[config.mk]
export PLATFORM = sky130hd
export DESIGN_NAME = pht_port_arbiter
export DESIGN_NICKNAME = d
export VERILOG_FILES = /design/src/rtl/bpu_pkg.sv /design/src/rtl/bpu_upd_fifo.sv /design/src/rtl/pht_port_arbiter.sv
export SDC_FILE = /design/constraint.sdc
export NUM_CORES = 1
export LEC_CHECK = 0
export CAP_MARGIN = 20
export CORE_ASPECT_RATIO = 1.5
export CORE_MARGIN = 3
export CORE_UTILIZATION = 35
export CTS_BUF_LIST = sky130_fd_sc_hd__clkbuf_8
export DETAILED_ROUTE_END_ITERATION = 7
export GPL_TIMING_DRIVEN = 1
export PLACE_DENSITY = 0.59
export SLEW_MARGIN = 10
export SYNTH_ARGS = -nofsm -noshare
export SYNTH_HDL_FRONTEND = slang
export SYNTH_SLANG_ARGS = --single-unit
[constraint.sdc]
create_clock -name clk -period 3.4 [get_ports clk]
set_input_delay 0.51 -clock clk [delete_from_list [all_inputs] [get_ports clk]]
set_output_delay 0.51 -clock clk [all_outputs]
set_load 0.03 [all_outputs]
[src/rtl/bpu_pkg.sv]
// bpu_pkg: shared branch-predictor constants (PHT geometry, counter codes, entry layout).
`default_nettype none

package bpu_pkg;

  localparam int PHT_NUMS   = 256;
  localparam int IDX_W      = $clog2(PHT_NUMS);
  localparam int DATA_WIDTH = 56;

  localparam logic [1:0] S_Taken  = 2'b01;
  localparam logic [1:0] W_Taken  = 2'b00;
  localparam logic [1:0] WN_Taken = 2'b10;
  localparam logic [1:0] SN_Taken = 2'b11;

  // Entry layout: {counter, tag, target}
  localparam int TGT_LSB = 0;
  localparam int TGT_W   = 32;
  localparam int TAG_LSB = 32;
  localparam int TAG_W   = 22;
  localparam int CTR_LSB = 54;
  localparam int CTR_W   = 2;

  localparam logic [DATA_WIDTH-1:0] CLEAR_WORD = {SN_Taken, 54'b0};

endpackage

`default_nettype wire

[src/rtl/bpu_upd_fifo.sv]
// bpu_upd_fifo: small synchronous FIFO with occupancy count for resolved-branch updates.
`default_nettype none

module bpu_upd_fifo #(
  parameter int WIDTH = 64,
  parameter int DEPTH = 4,
  localparam int PTR_W = $clog2(DEPTH)
) (
  input  logic             clk,
  input  logic             resetn,
  input  logic             push,
  input  logic [WIDTH-1:0] din,
  input  logic             pop,
  output logic [WIDTH-1:0] dout,
  output logic [PTR_W:0]   count,
  output logic             full,
  output logic             empty
);

  logic [WIDTH-1:0] mem [DEPTH];
  logic [PTR_W-1:0] wr_ptr;
  logic [PTR_W-1:0] rd_ptr;
  logic             do_push;
  logic             do_pop;

  assign full    = (count == (PTR_W+1)'(DEPTH));
  assign empty   = (count == '0);
  assign do_push = push && !full;
  assign do_pop  = pop && !empty;
  assign dout    = mem[rd_ptr];

  always_ff @(posedge clk) begin
    if (do_push) mem[wr_ptr] <= din;
  end

  always_ff @(posedge clk or negedge resetn) begin
    if (!resetn) begin
      wr_ptr <= '0;
      rd_ptr <= '0;
      count  <= '0;
    end else begin
      if (do_push) wr_ptr <= wr_ptr + PTR_W'(1);
      if (do_pop)  rd_ptr <= rd_ptr + PTR_W'(1);
      if (do_push && !do_pop)      count <= count + (PTR_W+1)'(1);
      else if (do_pop && !do_push) count <= count - (PTR_W+1)'(1);
    end
  end

endmodule

`default_nettype wire

[src/rtl/pht_port_arbiter.sv]
// pht_port_arbiter: clears the PHT after reset, then shares its single port between
// fetch lookups and queued branch updates with a bounded-starvation write schedule.
`default_nettype none

module pht_port_arbiter #(
  parameter int PHT_NUMS     = bpu_pkg::PHT_NUMS,
  parameter int DATA_WIDTH   = bpu_pkg::DATA_WIDTH,
  parameter int UQ_DEPTH     = 4,
  parameter int STARVE_LIMIT = 8,
  parameter logic [DATA_WIDTH-1:0] CLEAR_WORD = bpu_pkg::CLEAR_WORD,
  localparam int IDX_W = $clog2(PHT_NUMS),
  localparam int CNT_W = $clog2(UQ_DEPTH) + 1
) (
  input  logic                  clk,
  input  logic                  resetn,
  input  logic                  lk_req,
  input  logic [IDX_W-1:0]      lk_index,
  output logic                  lk_grant,
  input  logic                  up_valid,
  input  logic [IDX_W-1:0]      up_index,
  input  logic [DATA_WIDTH-1:0] up_data,
  output logic                  up_ready,
  output logic                  ram_we,
  output logic [IDX_W-1:0]      ram_addr,
  output logic [DATA_WIDTH-1:0] ram_din,
  output logic                  init_busy,
  output logic [CNT_W-1:0]      uq_count,
  output logic [7:0]            drop_cnt
);

  import bpu_pkg::*;

  localparam int STV_W = $clog2(STARVE_LIMIT + 1);
  localparam int ENT_W = IDX_W + DATA_WIDTH;

  localparam logic [0:0] ST_INIT = 1'b0;
  localparam logic [0:0] ST_RUN  = 1'b1;

  logic [0:0]       state;
  logic [IDX_W-1:0] clr_idx;
  logic [STV_W-1:0] starve_cnt;

  logic             q_push;
  logic             q_pop;
  logic [ENT_W-1:0] q_head;
  logic             q_full;
  logic             q_empty;
  logic             run;
  logic             wr_issue;

  bpu_upd_fifo #(
    .WIDTH (ENT_W),
    .DEPTH (UQ_DEPTH)
  ) u_fifo (
    .clk    (clk),
    .resetn (resetn),
    .push   (q_push),
    .din    ({up_index, up_data}),
    .pop    (q_pop),
    .dout   (q_head),
    .count  (uq_count),
    .full   (q_full),
    .empty  (q_empty)
  );

  assign run       = (state == ST_RUN);
  assign init_busy = !run;
  // Readiness uses the registered count only, so a full queue refuses even while draining.
  assign up_ready  = run && (uq_count < CNT_W'(UQ_DEPTH));
  assign q_push    = up_valid && up_ready;

  assign wr_issue = run && !q_empty &&
                    (!lk_req || q_full || (starve_cnt >= STV_W'(STARVE_LIMIT)));
  assign q_pop    = wr_issue;
  assign lk_grant = run && lk_req && !wr_issue;

  always_comb begin
    ram_we   = 1'b0;
    ram_addr = lk_index;
    ram_din  = q_head[DATA_WIDTH-1:0];
    if (!run) begin
      ram_we   = 1'b1;
      ram_addr = clr_idx;
      ram_din  = CLEAR_WORD;
    end else if (wr_issue) begin
      ram_we   = 1'b1;
      ram_addr = q_head[ENT_W-1 -: IDX_W];
    end
  end

  always_ff @(posedge clk or negedge resetn) begin
    if (!resetn) begin
      state   <= ST_INIT;
      clr_idx <= '0;
    end else if (state == ST_INIT) begin
      clr_idx <= clr_idx + IDX_W'(1);
      if (clr_idx == IDX_W'(PHT_NUMS - 1)) state <= ST_RUN;
    end
  end

  always_ff @(posedge clk or negedge resetn) begin
    if (!resetn) begin
      starve_cnt <= '0;
    end else if (q_empty || wr_issue) begin
      starve_cnt <= '0;
    end else if (starve_cnt < STV_W'(STARVE_LIMIT)) begin
      starve_cnt <= starve_cnt + STV_W'(1);
    end
  end

  always_ff @(posedge clk or negedge resetn) begin
    if (!resetn) begin
      drop_cnt <= '0;
    end else if (up_valid && !up_ready && (drop_cnt != 8'hFF)) begin
      drop_cnt <= drop_cnt + 8'd1;
    end
  end

endmodule

`default_nettype wire

After elaboration in Yosys (flattened, before gate mapping)

Memory sizes are Yosys's and may differ from the RTL's.
Cells that the tools add are included.

Bits of input ports: 76
Output and inout port bits: 79
Word-level logic and storage cells: 60
Bits in writable memories: 256
Memories: 1
Register bits: 28

$add $sub $neg: 7
Reductions and logical operators: 26
Order comparisons: 3
Muxes and demuxes: 13
Equal/unequal tests: 3

Memory list:

| name       | words | width | rd ports | clocked after Yosys merged registers in | write ports | RTL line           | source |
|---|---|---|---|---|---|---|---|
| u_fifo.mem | 4     | 64    | 1        | 0                                       | 1           | bpu_upd_fifo.sv:20 | `logic [WIDTH-1:0] mem [DEPTH];` |

Operators with widths:

| cell                                                                | count |
|---|---|
| 56-bit 2-to-1 mux                                                   | 1 |
| 8-bit by 1-bit adder with 8-bit output (second input constant)      | 2 |
| 8-bit 2-to-1 mux                                                    | 2 |
| 1-bit logical AND                                                   | 12 |
| 8-bit equality test (second input constant)                         | 1 |
| 1-bit logical NOT                                                   | 8 |
| 4-bit 2-to-1 mux                                                    | 2 |
| 8-bit != test (second input constant)                               | 1 |
| 1-bit 2-to-1 mux                                                    | 6 |
| 3-bit 2-to-1 mux                                                    | 2 |
| 2-bit by 1-bit adder with 2-bit output (second input constant)      | 2 |
| 4-bit by 1-bit adder with 4-bit output (second input constant)      | 1 |
| 4-bit greater-or-equal comparator (second input constant)           | 1 |
| 4-bit < comparator (second input constant)                          | 1 |
| 2-bit nonzero test                                                  | 2 |
| 3-bit by 1-bit adder with 3-bit output (second input constant)      | 1 |
| 3-bit equality test (second input constant)                         | 1 |
| 3-bit logical NOT                                                   | 1 |
| 1-bit logical OR                                                    | 3 |
| 3-bit < comparator (second input constant)                          | 1 |
| 3-bit by 1-bit subtractor with 3-bit output (second input constant) | 1 |

Longest topological paths before layout

Gate-level depths: netlist of run 1.

Word-level depth: 8
Mapped depth: 9
Mapped depth without buffers: 9

Cells and area by module

Synthesis of run 1 repeated with hierarchy kept, for this count alone.

Cells, all modules: 554
Area total of the unflattened synthesis: 11208.2 um2

Modules (own cells, without submodules):

| module           | instances | area each (um2) | sequential area each (um2) | cells each |
|---|---|---|---|---|
| bpu_upd_fifo     | 1         | 9649.3          | 7862.5                     | 370 |
| pht_port_arbiter | 1         | 1559.0          | 525.5                      | 184 |

Worst setup path before layout of run 1

No wires, ideal clock.

Kind: register to register
From: register u_fifo.count[2]
To: memory u_fifo.mem[0][0] (enable)
Cell stages (with the launch flop): 3
Period minus slack after synthesis: 3096 ps
Data required time: 2971 ps
Data arrival time: 2667 ps
Library setup time: 429 ps
Slack: 304 ps
Path buffers: 0
Cell sequence: dfrtp_1 > nor2b_2 > and3_1

Longest elaborated chain between the ends: 6
Elaborated cells on any way between the ends: 8
Classes of those cells: order compare (1); eq/ne (1); mux (2); reduce/logical (4)

RTL lines:

| item                                   | RTL line               | source |
|---|---|---|
| start: declaration                     | bpu_upd_fifo.sv:15     | `output logic [PTR_W:0] count,` |
| start signal: assignment               | bpu_upd_fifo.sv:44     | `if (do_push && !do_pop) count <= count + (PTR_W+1)'(1);` |
| start signal: assignment               | bpu_upd_fifo.sv:45     | `else if (do_pop && !do_push) count <= count - (PTR_W+1)'(1);` |
| 3-bit < comparator                     | pht_port_arbiter.sv:69 | `assign up_ready = run && (uq_count < CNT_W'(UQ_DEPTH));` |
| 1-bit logical AND                      | pht_port_arbiter.sv:69 |  |
| named net up_ready                     | pht_port_arbiter.sv:22 | `output logic up_ready,` |
| 1-bit logical AND                      | pht_port_arbiter.sv:70 | `assign q_push = up_valid && up_ready;` |
| 1-bit logical AND                      | bpu_upd_fifo.sv:28     | `assign do_push = push && !full;` |
| 1-bit 2-to-1 mux                       | bpu_upd_fifo.sv:33     | `if (do_push) mem[wr_ptr] <= din;` |
| 1-bit 2-to-1 mux (implied by the code) | bpu_upd_fifo.sv:33     |  |
| end: declaration                       | bpu_upd_fifo.sv:20     |  |

The timed path passes the listed nets, and every way through them passes these cells.

Final worst setup path of run 1

From: register u_fifo.rd_ptr[0]
To: output ram_din[39]

Longest elaborated chain between the ends: 2

RTL lines:

| item                     | RTL line               | source |
|---|---|---|
| start: declaration       | bpu_upd_fifo.sv:22     | `logic [PTR_W-1:0] rd_ptr;` |
| start signal: assignment | bpu_upd_fifo.sv:43     | `if (do_pop) rd_ptr <= rd_ptr + PTR_W'(1);` |
| memory 4 x 64 bit        | n/a                    |  |
| 56-bit 2-to-1 mux        | pht_port_arbiter.sv:81 | `if (!run) begin` |
| end: declaration         | pht_port_arbiter.sv:25 | `output logic [DATA_WIDTH-1:0] ram_din,` |

No other way between the ends.

==> load_flow_metrics.sql, run 1 <==
INSERT INTO impl_metrics (metric_group, metric, value, unit) VALUES
('sta', 'fmax', '311', 'MHz'),
('yosys', 'synth-main-ff-cell', 'sky130_fd_sc_hd__edfxtp_1', ''),
('grt', 'grt_overflow_total', '0', ''),
('worst_setup_path', 'path_max_fanout', '20', ''),
('run', 'maxCapViolCount', '0', ''),
('yosys', 'yosys_warnings', '0', ''),
('cts', 'clkTransAtPathRegs', '0.06', 'ns'),
('sta', 'report.final.setup_viol', '0', ''),
('worst_setup_path', 'arrival', '2.71', 'ns'),
('routing', 'wl', '23.6', 'mm'),
('pwr', 'power.leakage', '4.67', 'nW'),
('placement', 'gp_routability_congestion', '0.747', ''),
('worst_hold_path', 'min_path_type', 'in -> async', ''),
('routing', 'post_drt_wl_per_cell', '19.8', 'µm'),
('worst_setup_path', 'worst_path_max_delay_cell', 'sky130_fd_sc_hd__clkdlybuf4s50_1', ''),
('routing', 'dr_total_vias', '5731', ''),
('worst_setup_path', 'worstSetupStartpointType', 'flop', ''),
('finish', 'finalNetCount', '832', ''),
('routing', 'drt-vias-per-instance', '4.82', ''),
('worst_setup_path', 'endpoint_kind', 'primary output', ''),
('yosys', 'synth.net_count', '642', ''),
('sta', 'maxSlewViolCount', '0', ''),
('grt', 'overall_fraction_of_global_route_tracks_in_use', '0.138', ''),
('sta', 'finalSetupTns', '0', 'ns'),
('routing', 'first_iter_violations', '257', ''),
('floorplan', 'die_h', '225', 'µm'),
('grt', 'number_of_antenna_violations_at_the_first_check_in_global_routing', '4', ''),
('grt', 'first_pass_grt_wire_length', '36.8', 'mm'),
('pwr', 'power.ir.vdd_worst', '339', 'µV'),
('cts', 'clock_latency_on_the_worst_skew_pair', '0.55', 'ns'),
('floorplan', 'core_area', '31200', 'µm²'),
('worst_setup_path', 'path_cells', 'buf_4, mux4_2, and2_1, clkdlybuf4s50_1', ''),
('yosys', 'sequential_to_total_area_share_from_yosys_stat', '0.750', ''),
('yosys', 'postSynthRegisterBits', '284', ''),
('placement', 'placedInstanceArea', '13300', 'µm²'),
('routing', 'route.antenna.remaining_nets', '0', ''),
('placement', 'hpwl', '14.2', 'mm'),
('pwr', 'power_density', '484', 'nW/µm²'),
('yosys', 'yosys.area.top_type', 'sky130_fd_sc_hd__edfxtp_1', ''),
('sta', 'timing_hold_violations_final', '0', ''),
('sta', 'final_min_period_over_clock_period', '0.947', ''),
('yosys', 'post_synth.cell_area_avg', '20.1', 'µm²'),
('cts', 'clock_tree.root_cell', 'sky130_fd_sc_hd__clkbuf_8', ''),
('finish', 'layout.cells.most_common_list', 'sky130_fd_sc_hd__edfxtp_1 (256), sky130_fd_sc_hd__clkdlybuf4s50_1 (154), sky130_fd_sc_hd__mux4_2 (64)', ''),
('grt', 'grt_pass1_vias', '6445', ''),
('worst_setup_path', 'cp_data_required_time', '2.89', 'ns'),
('pwr', 'total_design_power', '0.00683', 'W'),
('floorplan', 'boundaryPins', '155', ''),
('placement', 'portBuffers', '154', ''),
('yosys', 'simple_gate_share_of_the_synthesized_area', '0.0600', ''),
('worst_setup_path', 'reg2reg_slack', '0.94', 'ns'),
('routing', 'drcViolationCount', '0', ''),
('finish', 'area_delta_synth_final', '26.3', '%'),
('finish', 'final_design_area_no_fill', '14100', 'µm²'),
('finish', 'mostFrequentLayoutCell', 'sky130_fd_sc_hd__edfxtp_1', ''),
('worst_setup_path', 'worst_path_dominant_cell_family', 'buffers and inverters', ''),
('cts', 'cts_tree', 'built', ''),
('yosys', 'synthesis.area', '11200', 'µm²'),
('cts', 'cts_post_setup_buffers_inserted', '0', ''),
('yosys', 'postSynthCellCount', '556', ''),
('finish', 'post_route_cells_drive_above_1_share', '0.193', ''),
('yosys', 'synth_xor_area_frac', '0.0149', ''),
('cts', 'cts-buffers-inserted', '43', ''),
('sta', 'slew-limit-headroom', '0.597', ''),
('worst_setup_path', 'criticalPathCategory', 'reg -> out', ''),
('run_status', 'run_status', 'finished, final reports clean', ''),
('yosys', 'synth_edf_count', '256', ''),
('cts', 'ctsHtreeMaxLevel', '2', ''),
('sta', 'final.setup_skew', '0.0154', 'ns'),
('sta', 'tightest_slew', '0.603', 'ns'),
('floorplan', 'die_area', '34200', 'µm²');
per-layer routing:
metal | vias to the layer above | wire (µm) | global-route usage
met4 | 2 | 637 | 0.0554
met2 | 151 | 12900 | 0.251
met3 | 38 | 1060 | 0.0305
li1 | 2582 | - | -
met5 | - | 8 | 0
met1 | 2958 | 8980 | 0.159
power by group:
| part | total [W] | switching, W | internal, W |
|---|---|---|---|
| Clock | 0.00255 | 0.00125 | 0.00130 |
| Sequential | 0.00391 | 0.0000624 | 0.00384 |
| Combinational | 0.000371 | 0.000186 | 0.000185 |
| Total | 0.00683 | 0.00150 | 0.00533 |
registers in the layout, indices dropped and copies added, names as in the netlist:
| signal | cells |
|---|---|
| clr_idx | 8 |
| u_fifo.wr_ptr | 2 |
| run | 1 |
| drop_cnt | 8 |
| u_fifo.count | 3 |
| u_fifo.rd_ptr | 2 |
| starve_cnt | 4 |
| u_fifo.mem | 256 |
synthesized netlist by cell type (all sizes together), types with 2 or more instances:
library cell,count
nand3,7
dfrtp,28
and2,55
a31oi,10
mux2,6
ha,9
nand4,4
inv,8
o21ai,2
nor2b,5
nor2,17
xor2,9
and3,6
xnor2,10
edfxtp,256
nand2b,3
mux4,64
nand2,24
clkbuf,7
mux2i,2
buf,16
kinds of logic after synthesis:
logic type / after synthesis
buf+inv: 31
compound gates: 16
mux: 72
xor+xnor: 19
simple gates: 124
fa+ha+maj: 10
flops: 284
layout make-up:
class / count / area, µm² / area share
Antenna cell: 3 / 7.51 / 0.000532
Inverter: 8 / 30.0 / 0.00213
Multi-Input combinational cell: 241 / 2640 / 0.187
Timing Repair Buffer: 168 / 1740 / 0.123
Clock inverter: 32 / 135 / 0.00957
Clock buffer: 48 / 661 / 0.0468
Sequential cell: 284 / 8390 / 0.595
Tap cell: 405 / 507 / 0.0359
path summary, 6_finish.rpt:
check | depth (start not counted) | to | startpoint
setup / recovery | 4 | ram_din[39] | u_fifo.rd_ptr[0]
hold / removal | 1 | clr_idx[0] | resetn
setup reg to reg | 9 | u_fifo.count[2] | u_fifo.count[1]
hold reg to reg | 1 | clr_idx[7] | clr_idx[7]
max in group asynchronous | 2 | drop_cnt[0] | resetn
min in group clk | 1 | clr_idx[7] | clr_idx[7]
worst reg2reg max path: stages, from the launching register on:
cell and delay [ns]:
sky130_fd_sc_hd__dfrtp_1 0.43, sky130_fd_sc_hd__or2_2 0.37, sky130_fd_sc_hd__mux2_4 0.38, sky130_fd_sc_hd__nand2_1 0.15, sky130_fd_sc_hd__ha_1 0.20, sky130_fd_sc_hd__inv_1 0.06
sky130_fd_sc_hd__fa_1 0.37, sky130_fd_sc_hd__xor2_1 0.16, sky130_fd_sc_hd__nor2_1 0.12, sky130_fd_sc_hd__xor2_1 0.15
metrics by stage:
| stage | instances | hold WS, ns |
|---|---|---|
| 3_5_place_dp | 1106 | 0.507 |
| 5_1_grt | 1188 | 0.351 |
| 3_3_place_gp | 1106 | 0.492 |
| 6_report | 1189 | 0.335 |
| 2_1_floorplan | 556 | 0.214 |
| 4_1_cts | 1186 | 0.313 |
what timing repair did:
item | in CTS | in global routing
setup endpoints to repair | 0 | 2
hold endpoints to repair | 0 | 0
gates resized for setup | 0 | 1
Note: power is estimated with default switching activity, not from simulation.
==> inputs of run 2 (changes only) <==
--- a/config.mk
+++ b/config.mk
@@ -5,6 +5,7 @@
 export SDC_FILE = /design/constraint.sdc
 export NUM_CORES = 1
 export LEC_CHECK = 0
+export ABC_AREA = 0
 export CAP_MARGIN = 20
 export CORE_ASPECT_RATIO = 1.5
 export CORE_MARGIN = 3
==> results of run 2 <==
The final DEF is identical to that of run 1; final timing and power are the same.
==> inputs of run 3 (changes only) <==
--- a/config.mk
+++ b/config.mk
@@ -6,8 +6,8 @@
 export NUM_CORES = 1
 export LEC_CHECK = 0
 export ABC_AREA = 0
+export ABC_CLOCK_PERIOD_IN_PS = 3400
 export CAP_MARGIN = 20
-export CORE_ASPECT_RATIO = 1.5
 export CORE_MARGIN = 3
 export CORE_UTILIZATION = 35
 export CTS_BUF_LIST = sky130_fd_sc_hd__clkbuf_8
==> run 3 against run 2 <==
Compared with the run above: sequential cell count unchanged; total power rose by 3.7%; final cell count fell by 0.34%; global-route usage is 0.12 points lower; combinational power fell by 1%; first-iteration DRC count up 16%; fmax shrank 1.0%; critical path depth is the same; critical path type unchanged; clock power rose by 10%; sequential power hardly changed; critical endpoint is now ram_din[53].
==> load_flow_metrics.sql, run 3 (synthesized netlist as in run 1, its figures left out) <==
INSERT INTO impl_metrics (metric_group, metric, value, unit) VALUES
('finish', 'mostFrequentLayoutCell', 'sky130_fd_sc_hd__edfxtp_1', ''),
('worst_setup_path', 'worstSetupStartpointType', 'flop', ''),
('run', 'maxCapViolCount', '0', ''),
('worst_hold_path', 'min_path_type', 'in -> async', ''),
('floorplan', 'die_area', '34100', 'µm²'),
('routing', 'dr_total_vias', '5810', ''),
('sta', 'fmax', '308', 'MHz'),
('routing', 'first_iter_violations', '297', ''),
('sta', 'final_min_period_over_clock_period', '0.956', ''),
('run_status', 'run_status', 'finished, final reports clean', ''),
('worst_setup_path', 'setup.worst_path.start', 'u_fifo.rd_ptr[0]', ''),
('finish', 'area_delta_synth_final', '27.3', '%'),
('placement', 'portBuffers', '154', ''),
('cts', 'max-clock-path-buffers', '3', ''),
('cts', 'cts-buffers-inserted', '48', ''),
('worst_setup_path', 'arrival', '2.74', 'ns'),
('placement', 'gp_routability_congestion', '0.788', ''),
('routing', 'drcViolationCount', '0', ''),
('floorplan', 'fp-row-count', '64', ''),
('cts', 'ctsHtreeMaxLevel', '2', ''),
('sta', 'final.setup_skew', '0.0210', 'ns'),
('finish', 'antenna_cells', '0', ''),
('cts', 'clock_latency_on_the_worst_skew_pair', '0.55', 'ns'),
('worst_setup_path', 'cp_data_required_time', '2.89', 'ns'),
('sta', 'report.final.setup_viol', '0', ''),
('routing', 'drt-vias-per-instance', '4.90', ''),
('pwr', 'power.ir.vdd_worst', '345', 'µV'),
('cts', 'cts_tree', 'built', ''),
('cts', 'clkSinkCount', '284', ''),
('worst_setup_path', 'reg2reg_from', 'run', ''),
('finish', 'top_reg_by_flops', 'u_fifo.mem', ''),
('finish', 'instances_no_fill', '1185', ''),
('finish', 'layout.filler_cells', '2683', ''),
('floorplan', 'floorplan.die.width', '185', 'µm'),
('placement', 'placed_cells_incl_taps', '1098', ''),
('grt', 'overall_fraction_of_global_route_tracks_in_use', '0.137', ''),
('sta', 'timing.final.crit_period', '3.25', 'ns'),
('sta', 'maxSlewViolCount', '0', ''),
('worst_setup_path', 'endpoint_kind', 'primary output', ''),
('sta', 'timing_hold_violations_final', '0', ''),
('cts', 'cts_post_setup_buffers_inserted', '0', ''),
('finish', 'post_route_cells_drive_above_1_share', '0.196', ''),
('floorplan', 'die_h', '185', 'µm'),
('pwr', 'power_density', '497', 'nW/µm²'),
('worst_setup_path', 'worstSetupEndpoint', 'ram_din[53]', ''),
('cts', 'clkTransAtPathRegs', '0.06', 'ns'),
('pwr', 'power.leakage', '4.72', 'nW'),
('finish', 'layout.cells.most_common_list', 'sky130_fd_sc_hd__edfxtp_1 (256), sky130_fd_sc_hd__clkdlybuf4s50_1 (154), sky130_fd_sc_hd__mux4_2 (64)', ''),
('grt', 'grt_overflow_total', '0', ''),
('grt', 'grt_start_max_net_pins', '56', ''),
('sta', 'tightest_slew', '0.646', 'ns'),
('routing', 'wl', '23.7', 'mm'),
('finish', 'finalNetCount', '839', ''),
('finish', 'post-route-util', '0.458', ''),
('worst_setup_path', 'worstReg2RegEnd', 'u_fifo.count[2]', ''),
('placement', 'hpwl', '14.1', 'mm'),
('floorplan', 'initial_core_util', '0.360', ''),
('sta', 'slew-limit-headroom', '0.569', ''),
('finish', 'largest_reg_flops', '256', ''),
('grt', 'number_of_antenna_violations_at_the_first_check_in_global_routing', '0', ''),
('floorplan', 'core_area', '31100', 'µm²'),
('routing', 'drt_first_pass_iters', '4', ''),
('floorplan', 'boundaryPins', '155', ''),
('worst_setup_path', 'criticalPathCategory', 'reg -> out', ''),
('worst_setup_path', 'worst-r2r-cell-count', '8', ''),
('grt', 'grt_pass1_vias', '6436', ''),
('cts', 'clock_tree.root_cell', 'sky130_fd_sc_hd__clkbuf_8', ''),
('finish', 'largestRegisters', 'u_fifo.mem (256), clr_idx (8), drop_cnt (8)', ''),
('worst_setup_path', 'reg2reg_slack', '0.63', 'ns'),
('grt', 'first_pass_grt_wire_length', '36.0', 'mm'),
('routing', 'post_drt_wl_per_cell', '20.0', 'µm'),
('routing', 'route.antenna.remaining_nets', '0', ''),
('worst_setup_path', 'path_max_fanout', '17', '');
## run 3: final cells by class
type,count,area (µm²),area share
sequential,284,8400,0.590
multi-input combinational,241,2640,0.186
timing repair buffer,170,1770,0.125
clock buffer,51,702,0.0493
tap,396,495,0.0348
clock inverter,35,195,0.0137
inverter,8,30.0,0.00211
## run 3: power by group
part,switching [W],internal [W]
clock,0.00128,0.00153
combinational,0.000181,0.000185
sequential,0.0000590,0.00385
total,0.00152,0.00556
## run 3: worst max-delay path, cell delays in order (launching register included)
cell                              delay (ns)
sky130_fd_sc_hd__dfrtp_4                0.50
sky130_fd_sc_hd__buf_4                  0.36
sky130_fd_sc_hd__mux4_2                 0.55
sky130_fd_sc_hd__and2_1                 0.20
sky130_fd_sc_hd__clkdlybuf4s50_1        0.59
## run 3: repair_timing
item / CTS / global route
setup endpoints to repair: 0 / 9
gates resized for setup: 0 / 1
hold buffers: 0 / 0
## run 3: worst min path at each step
stage	startpoint	to	slack, ns
6_report	resetn	clr_idx[3]	0.30
3_3_place_gp	clr_idx[4]	clr_idx[4]	0.49
3_5_place_dp	clr_idx[7]	clr_idx[7]	0.50
2_1_floorplan	resetn	clr_idx[0]	0.21
4_1_cts	resetn	clr_idx[3]	0.27
5_1_grt	resetn	clr_idx[3]	0.30
## run 3: metal layers
metal	up-vias	track usage	part of all wire
met2	166	0.235	0.50
met4	0	0.0378	0.019
met5	-	0	0
met3	44	0.0407	0.066
met1	2996	0.171	0.42
li1	2604	-	-
## run 3: per-stage QoR
step                      power (W)  setup slack (ns)  hold WS (ns)   TNS [ns]  area [µm²]
final                       0.00708             0.148         0.304          0       14200
after global routing        0.00739         -0.000405         0.298  -0.000405       14200
after detailed placement    0.00434             0.448         0.504          0       13300
after CTS                   0.00718            0.0385         0.271          0       14200
after global placement      0.00432             0.572         0.490          0       13300
after floorplan             0.00411             0.304         0.214          0       11200
